--- config.mk ---
export PLATFORM = sky130hd
export DESIGN_NAME = i2c_slave
export DESIGN_NICKNAME = d
export VERILOG_FILES = /design/src/rtl/i2c_slave.sv
export SDC_FILE = /design/constraint.sdc
export NUM_CORES = 1
export LEC_CHECK = 0
export ABC_AREA = 1
export CAP_MARGIN = 30
export CORE_AREA = 2 2 108 131
export DETAILED_ROUTE_END_ITERATION = 10
export DIE_AREA = 0 0 110 133
export PLACE_DENSITY = 0.79
export SLEW_MARGIN = 15
export SYNTH_ARGS = -nofsm -noshare
export SYNTH_HDL_FRONTEND = slang
export SYNTH_SLANG_ARGS = --single-unit
--- constraint.sdc ---
create_clock -name clk -period 2.6 [get_ports clk]
set_input_delay 0.26 -clock clk [delete_from_list [all_inputs] [get_ports clk]]
set_output_delay 0.26 -clock clk [all_outputs]
set_load 0.005 [all_outputs]
--- src/rtl/i2c_slave.sv ---
// I2C target at a fixed 7-bit address, storing written bytes into a 16-byte register file.
// Define I2C_SLAVE_READ_EN to add the master-read path (bytes shifted out from index 0).
module i2c_slave #(
    parameter logic [6:0] ADDR = 7'h21
) (
    input  logic         clk,
    input  logic         reset,
    input  logic         scl_in,
    input  logic         sda_in,
    output logic         sda_oe,
    output logic [127:0] data,
    output logic [7:0]   rx_byte,
    output logic         rx_valid,
    output logic [4:0]   rx_count,
    output logic         busy
);

    typedef enum logic [2:0] {
        S_IDLE, S_ADDR, S_ADDR_ACK, S_WRITE, S_WRITE_ACK, S_READ, S_READ_ACK, S_WAIT_STOP
    } state_t;

    state_t       state, state_nxt;
    logic [2:0]   scl_sync, sda_sync;
    logic         scl_rise, scl_fall, start_det, stop_det;
    logic [3:0]   bit_cnt, bit_cnt_nxt;
    logic [7:0]   shreg, shreg_nxt, byte_in;
    logic         addr_hit;
    logic         sda_oe_nxt, busy_nxt, rx_valid_nxt;
    logic [7:0]   rx_byte_nxt;
    logic [4:0]   rx_count_nxt;
    logic [127:0] data_nxt;
`ifdef I2C_SLAVE_READ_EN
    logic         rw, rw_nxt;
    logic [3:0]   rd_idx, rd_idx_nxt;
    logic [7:0]   rd_cur;
`endif

    // [0],[1] are the two synchronizer flops, [2] is the history sample
    assign scl_rise  =  scl_sync[1] & ~scl_sync[2];
    assign scl_fall  = ~scl_sync[1] &  scl_sync[2];
    assign start_det =  scl_sync[1] &  scl_sync[2] &  sda_sync[2] & ~sda_sync[1];
    assign stop_det  =  scl_sync[1] &  scl_sync[2] & ~sda_sync[2] &  sda_sync[1];

    always_comb begin
        state_nxt    = state;
        bit_cnt_nxt  = bit_cnt;
        shreg_nxt    = shreg;
        sda_oe_nxt   = sda_oe;
        busy_nxt     = busy;
        rx_byte_nxt  = rx_byte;
        rx_valid_nxt = 1'b0;
        rx_count_nxt = rx_count;
        data_nxt     = data;
`ifdef I2C_SLAVE_READ_EN
        rw_nxt       = rw;
        rd_idx_nxt   = rd_idx;
        rd_cur       = data[{rd_idx, 3'b000} +: 8];
`endif
        byte_in      = {shreg[6:0], sda_sync[1]};
        addr_hit     = (byte_in[7:1] == ADDR);

        if (start_det) begin
            state_nxt   = S_ADDR;
            bit_cnt_nxt = '0;
            sda_oe_nxt  = 1'b0;
`ifdef I2C_SLAVE_READ_EN
            rd_idx_nxt  = '0;
`endif
        end else if (stop_det) begin
            state_nxt  = S_IDLE;
            sda_oe_nxt = 1'b0;
            busy_nxt   = 1'b0;
        end else begin
            case (state)
                S_ADDR: if (scl_rise) begin
                    shreg_nxt   = byte_in;
                    bit_cnt_nxt = bit_cnt + 4'd1;
                    if (bit_cnt == 4'd7) begin
`ifdef I2C_SLAVE_READ_EN
                        if (addr_hit) begin
                            rw_nxt = byte_in[0];
`else
                        if (addr_hit && !byte_in[0]) begin
`endif
                            state_nxt = S_ADDR_ACK;
                            busy_nxt  = 1'b1;
                            if (!byte_in[0])
                                rx_count_nxt = '0;
                        end else begin
                            state_nxt = S_WAIT_STOP;
                        end
                    end
                end
                // sda_oe doubles as the ACK phase marker: first fall drives, second releases
                S_ADDR_ACK: if (scl_fall) begin
                    if (!sda_oe) begin
                        sda_oe_nxt = 1'b1;
                    end else begin
                        sda_oe_nxt  = 1'b0;
                        bit_cnt_nxt = '0;
                        state_nxt   = S_WRITE;
`ifdef I2C_SLAVE_READ_EN
                        if (rw) begin
                            state_nxt  = S_READ;
                            sda_oe_nxt = ~rd_cur[7];
                            shreg_nxt  = {rd_cur[6:0], 1'b0};
                            rd_idx_nxt = rd_idx + 4'd1;
                        end
`endif
                    end
                end
                S_WRITE: if (scl_rise) begin
                    shreg_nxt   = byte_in;
                    bit_cnt_nxt = bit_cnt + 4'd1;
                    if (bit_cnt == 4'd7) begin
                        if (rx_count[4]) begin
                            state_nxt = S_WAIT_STOP;
                        end else begin
                            data_nxt[{rx_count[3:0], 3'b000} +: 8] = byte_in;
                            rx_count_nxt = rx_count + 5'd1;
                            rx_byte_nxt  = byte_in;
                            rx_valid_nxt = 1'b1;
                            state_nxt    = S_WRITE_ACK;
                        end
                    end
                end
                S_WRITE_ACK: if (scl_fall) begin
                    if (!sda_oe) begin
                        sda_oe_nxt = 1'b1;
                    end else begin
                        sda_oe_nxt  = 1'b0;
                        bit_cnt_nxt = '0;
                        state_nxt   = S_WRITE;
                    end
                end
`ifdef I2C_SLAVE_READ_EN
                S_READ: begin
                    if (scl_rise) begin
                        bit_cnt_nxt = bit_cnt + 4'd1;
                    end else if (scl_fall) begin
                        if (bit_cnt == 4'd8) begin
                            state_nxt  = S_READ_ACK;
                            sda_oe_nxt = 1'b0;
                        end else begin
                            sda_oe_nxt = ~shreg[7];
                            shreg_nxt  = {shreg[6:0], 1'b0};
                        end
                    end
                end
                S_READ_ACK: begin
                    if (scl_rise && sda_sync[1]) begin
                        state_nxt = S_WAIT_STOP;
                    end else if (scl_fall) begin
                        state_nxt   = S_READ;
                        sda_oe_nxt  = ~rd_cur[7];
                        shreg_nxt   = {rd_cur[6:0], 1'b0};
                        bit_cnt_nxt = '0;
                        rd_idx_nxt  = rd_idx + 4'd1;
                    end
                end
`endif
                default: ;
            endcase
        end

        if (state_nxt == S_IDLE || state_nxt == S_WAIT_STOP)
            sda_oe_nxt = 1'b0;
    end

    always_ff @(posedge clk) begin
        if (!reset) begin
            state    <= S_IDLE;
            scl_sync <= 3'b111;
            sda_sync <= 3'b111;
            bit_cnt  <= '0;
            shreg    <= '0;
            sda_oe   <= 1'b0;
            busy     <= 1'b0;
            rx_byte  <= '0;
            rx_valid <= 1'b0;
            rx_count <= '0;
            data     <= '0;
`ifdef I2C_SLAVE_READ_EN
            rw       <= 1'b0;
            rd_idx   <= '0;
`endif
        end else begin
            state    <= state_nxt;
            scl_sync <= {scl_sync[1:0], scl_in};
            sda_sync <= {sda_sync[1:0], sda_in};
            bit_cnt  <= bit_cnt_nxt;
            shreg    <= shreg_nxt;
            sda_oe   <= sda_oe_nxt;
            busy     <= busy_nxt;
            rx_byte  <= rx_byte_nxt;
            rx_valid <= rx_valid_nxt;
            rx_count <= rx_count_nxt;
            data     <= data_nxt;
`ifdef I2C_SLAVE_READ_EN
            rw       <= rw_nxt;
            rd_idx   <= rd_idx_nxt;
`endif
        end
    end

endmodule

==> impl_metrics.yaml <==
critical_path:
  worstSetupPathType: "flop to flop"
  slowest_delay_ns: 0.38
  worstSetupStartpointType: "flop"
  cp_max_fo: 20
  cp_slowest_cell: "nor2_2"
  crit_arrival_ns: 2.60
  cp_num_buf_inv: 1
  crit_chain: "ha_1 > nand2_1 > nor2_4 > nand2_4 > nor2_8 > nand2_8 > nor2_2 > inv_1 > o21ai_0 > a21oi_1"
  required_ns: 2.91
  crit_family: "simple AND/OR/NAND/NOR gates"
  endpoint_kind: "flop"
global_routing:
  track_usage: 0.256
  first_global_vias: 5944
  overflow: 0
  grt_pass1_wl_um: 29400
  grt_max_degree: 128
  antenna_found_initial: 0
power:
  power.total_mw: 5.49
  leakagePower_nw: 3.42
  irDropWorstVdd_mv: 0.365
  power-per-cell-area_mw_per_mm2: 622
clock_network:
  cts_max_path_buffers: 2
  hold_buffers: 0
  post_cts_buffers: 0
  cts_tree: "yes"
  cts_buffers: 17
  post_cts_resize_count: 0
  clk_pin_slew_worst_paths_ns: 0.07
  cts.sinks: 164
  clk-insertion-delay-late_ns: 0.43
  htreeDepth: 4
  cts_root_buf: "clkbuf_16"
hold_path:
  hold_class: "primary input to flop"
layout:
  design_area_mm2: 0.00883
  final_util: 0.656
  final_nets: 1000
  antenna_cells: 0
  drive_above_1_share: 0.0877
  syn_to_final_growth_pct: 34.0
  n_fill_cell: 1143
placement:
  place_area_mm2: 0.00820
  finalWeightedCongestion: 0.860
  hpwl_um: 12800
  port_buffers: 147
synthesis:
  synth_top_family_by_area: "simple AND/OR/NAND/NOR gates"
  synth_adder_area_share: 0.0114
  synthMuxAreaShare: 0
  synth_area_per_cell_um2: 7.81
  synth-seq-cells: 164
  yosysMostFrequentCell: "dfxtp_1"
  yosys-top-cells-count: "164 x dfxtp_1, 129 x a21oi_1, 127 x o21ai_0"
  synth-compound-area-share: 0.203
  syn_inst: 844
  yosys.area.top_type: "dfxtp_1"
  synth_cell_type_count: 34
  synthFlopType: "dfxtp_1"
  synthSimpleGateAreaFrac: 0.210
  yosys-top-cells-area: "dfxtp_1 50%, a21oi_1 9.8%, o21ai_0 9.6%"
  synth_fp_nets: 854
  synth-edff-count: 0
  synth_top_area_frac: 0.498
  yosysWarnings: 0
  synth_area_mm2: 0.00659
  async_reset_ff_frac: 0
  yosysSeqAreaShare: 0.498
  synth-xor-area-share: 0
run_status:
  outcome: "complete, no violations"
route:
  met3_length_um: 1230
  met1_length_um: 7600
  wl_met2_um: 9240
  drt-total-wl_um: 18600
  drt_iter0_drc: 388
  antenna_left: 0
  highest_layer: "met4"
  drt_first_pass_iters: 6
  drc: 0
  num_vias: 6279
  wl_per_cell_um: 15.8
  vias_per_cell: 5.35
timing:
  slew_violations: 0
  setup_viol: 0
  min_period_over_period: 0.878
  rsz0062_at_grt: "false"
  tightest_slew_ns: 0.772
  slew_headroom: 0.484
  fmax_ghz: 0.438
  timing.setup.tns_ns: 0
  fin_crit_ns: 2.28
  fin_worst_skew_ns: 0.0145
  hold_viol: 0
floorplan:
  die_area_mm2: 0.0146
  io_pins: 148
  floorplan.initialDensity: 0.489
  die_x_um: 110
  rows: 47
  dieHeight_um: 133
  coreArea_mm2: 0.0135
run:
  drv_cap: 0
==> flip-flops by register name, indices dropped and copies added (netlist names) <==
register and cells:
shreg 7, rx_count 5, rx_valid 1, rx_byte 8
busy 1, state 3, bit_cnt 4, sda_sync 3
data 128, scl_sync 3, sda_oe 1
==> where the power goes <==
group	leakage, nW	switching, mW	internal (mW)
clock	0.298	1.07	1.55
combinational	1.80	0.215	0.0964
sequential	1.32	0.0286	2.54
total	3.42	1.31	4.18
==> layout by cell type, fill, tap and decap left out, drive strengths merged <==
cell type	n
nand2	105
ha	6
nor2	102
or2	6
a21oi	131
o21a	3
clkdlybuf4s50	146
bufinv	3
o21ai	129
inv	93
nand3	39
nor3b	1
clkbuf	18
clkinvlp	2
dfxtp	164
nor4	3
buf	16
clkinv	6
nor3	23
nand4	7
==> worst min-delay path: cells and delay by family <==
| kind | cells | cell delay [ns] |
|---|---|---|
| buf+inv | 2 | 0.35 |
| simple gates | 1 | 0.10 |
==> stage by stage <==
stage / hold WS [ns] / cells / worst slack, ns
3_5_place_dp: 0.402 / 1141 / 0.326
2_1_floorplan: 0.367 / 844 / 0.450
4_1_cts: 0.317 / 1173 / 0.317
3_3_place_gp: 0.394 / 1141 / 0.414
5_1_grt: 0.347 / 1174 / 0.0859
6_report: 0.328 / 1174 / 0.316
==> path summary, 6_finish.rpt <==
path / start / to / slack (ns) / depth (start not counted)
max: bit_cnt[0] / data[22] / 0.32 / 10
min: reset / scl_sync[2] / 0.33 / 3
max reg2reg: bit_cnt[0] / data[22] / 0.32 / 10
min reg2reg: scl_sync[0] / scl_sync[1] / 0.41 / 1
==> per-layer routing <==
| layer | track usage | vias up |
|---|---|---|
| li1 | - | 3090 |
| met3 | 0.0586 | 41 |
| met1 | 0.320 | 2904 |
| met4 | 0.106 | 0 |
| met2 | 0.420 | 244 |
| met5 | 0 | - |
==> layout make-up <==
cell class	instances	area, um2	share of cell area
sequential	164	3280	0.372
multi-input combinational	555	2800	0.316
clock inverter	14	173	0.0195
clock buffer	18	439	0.0497
tap	171	214	0.0242
timing repair buffer	162	1590	0.180
inverter	90	338	0.0382
==> cell families after synthesis <==
family / count (synthesis)
and+or+nand+nor: 286
AOI/OAI and AO/OA: 263
buffers and inverters: 125
DFF: 164
adders and majority gates: 6
(Power assumes the default switching activity.)
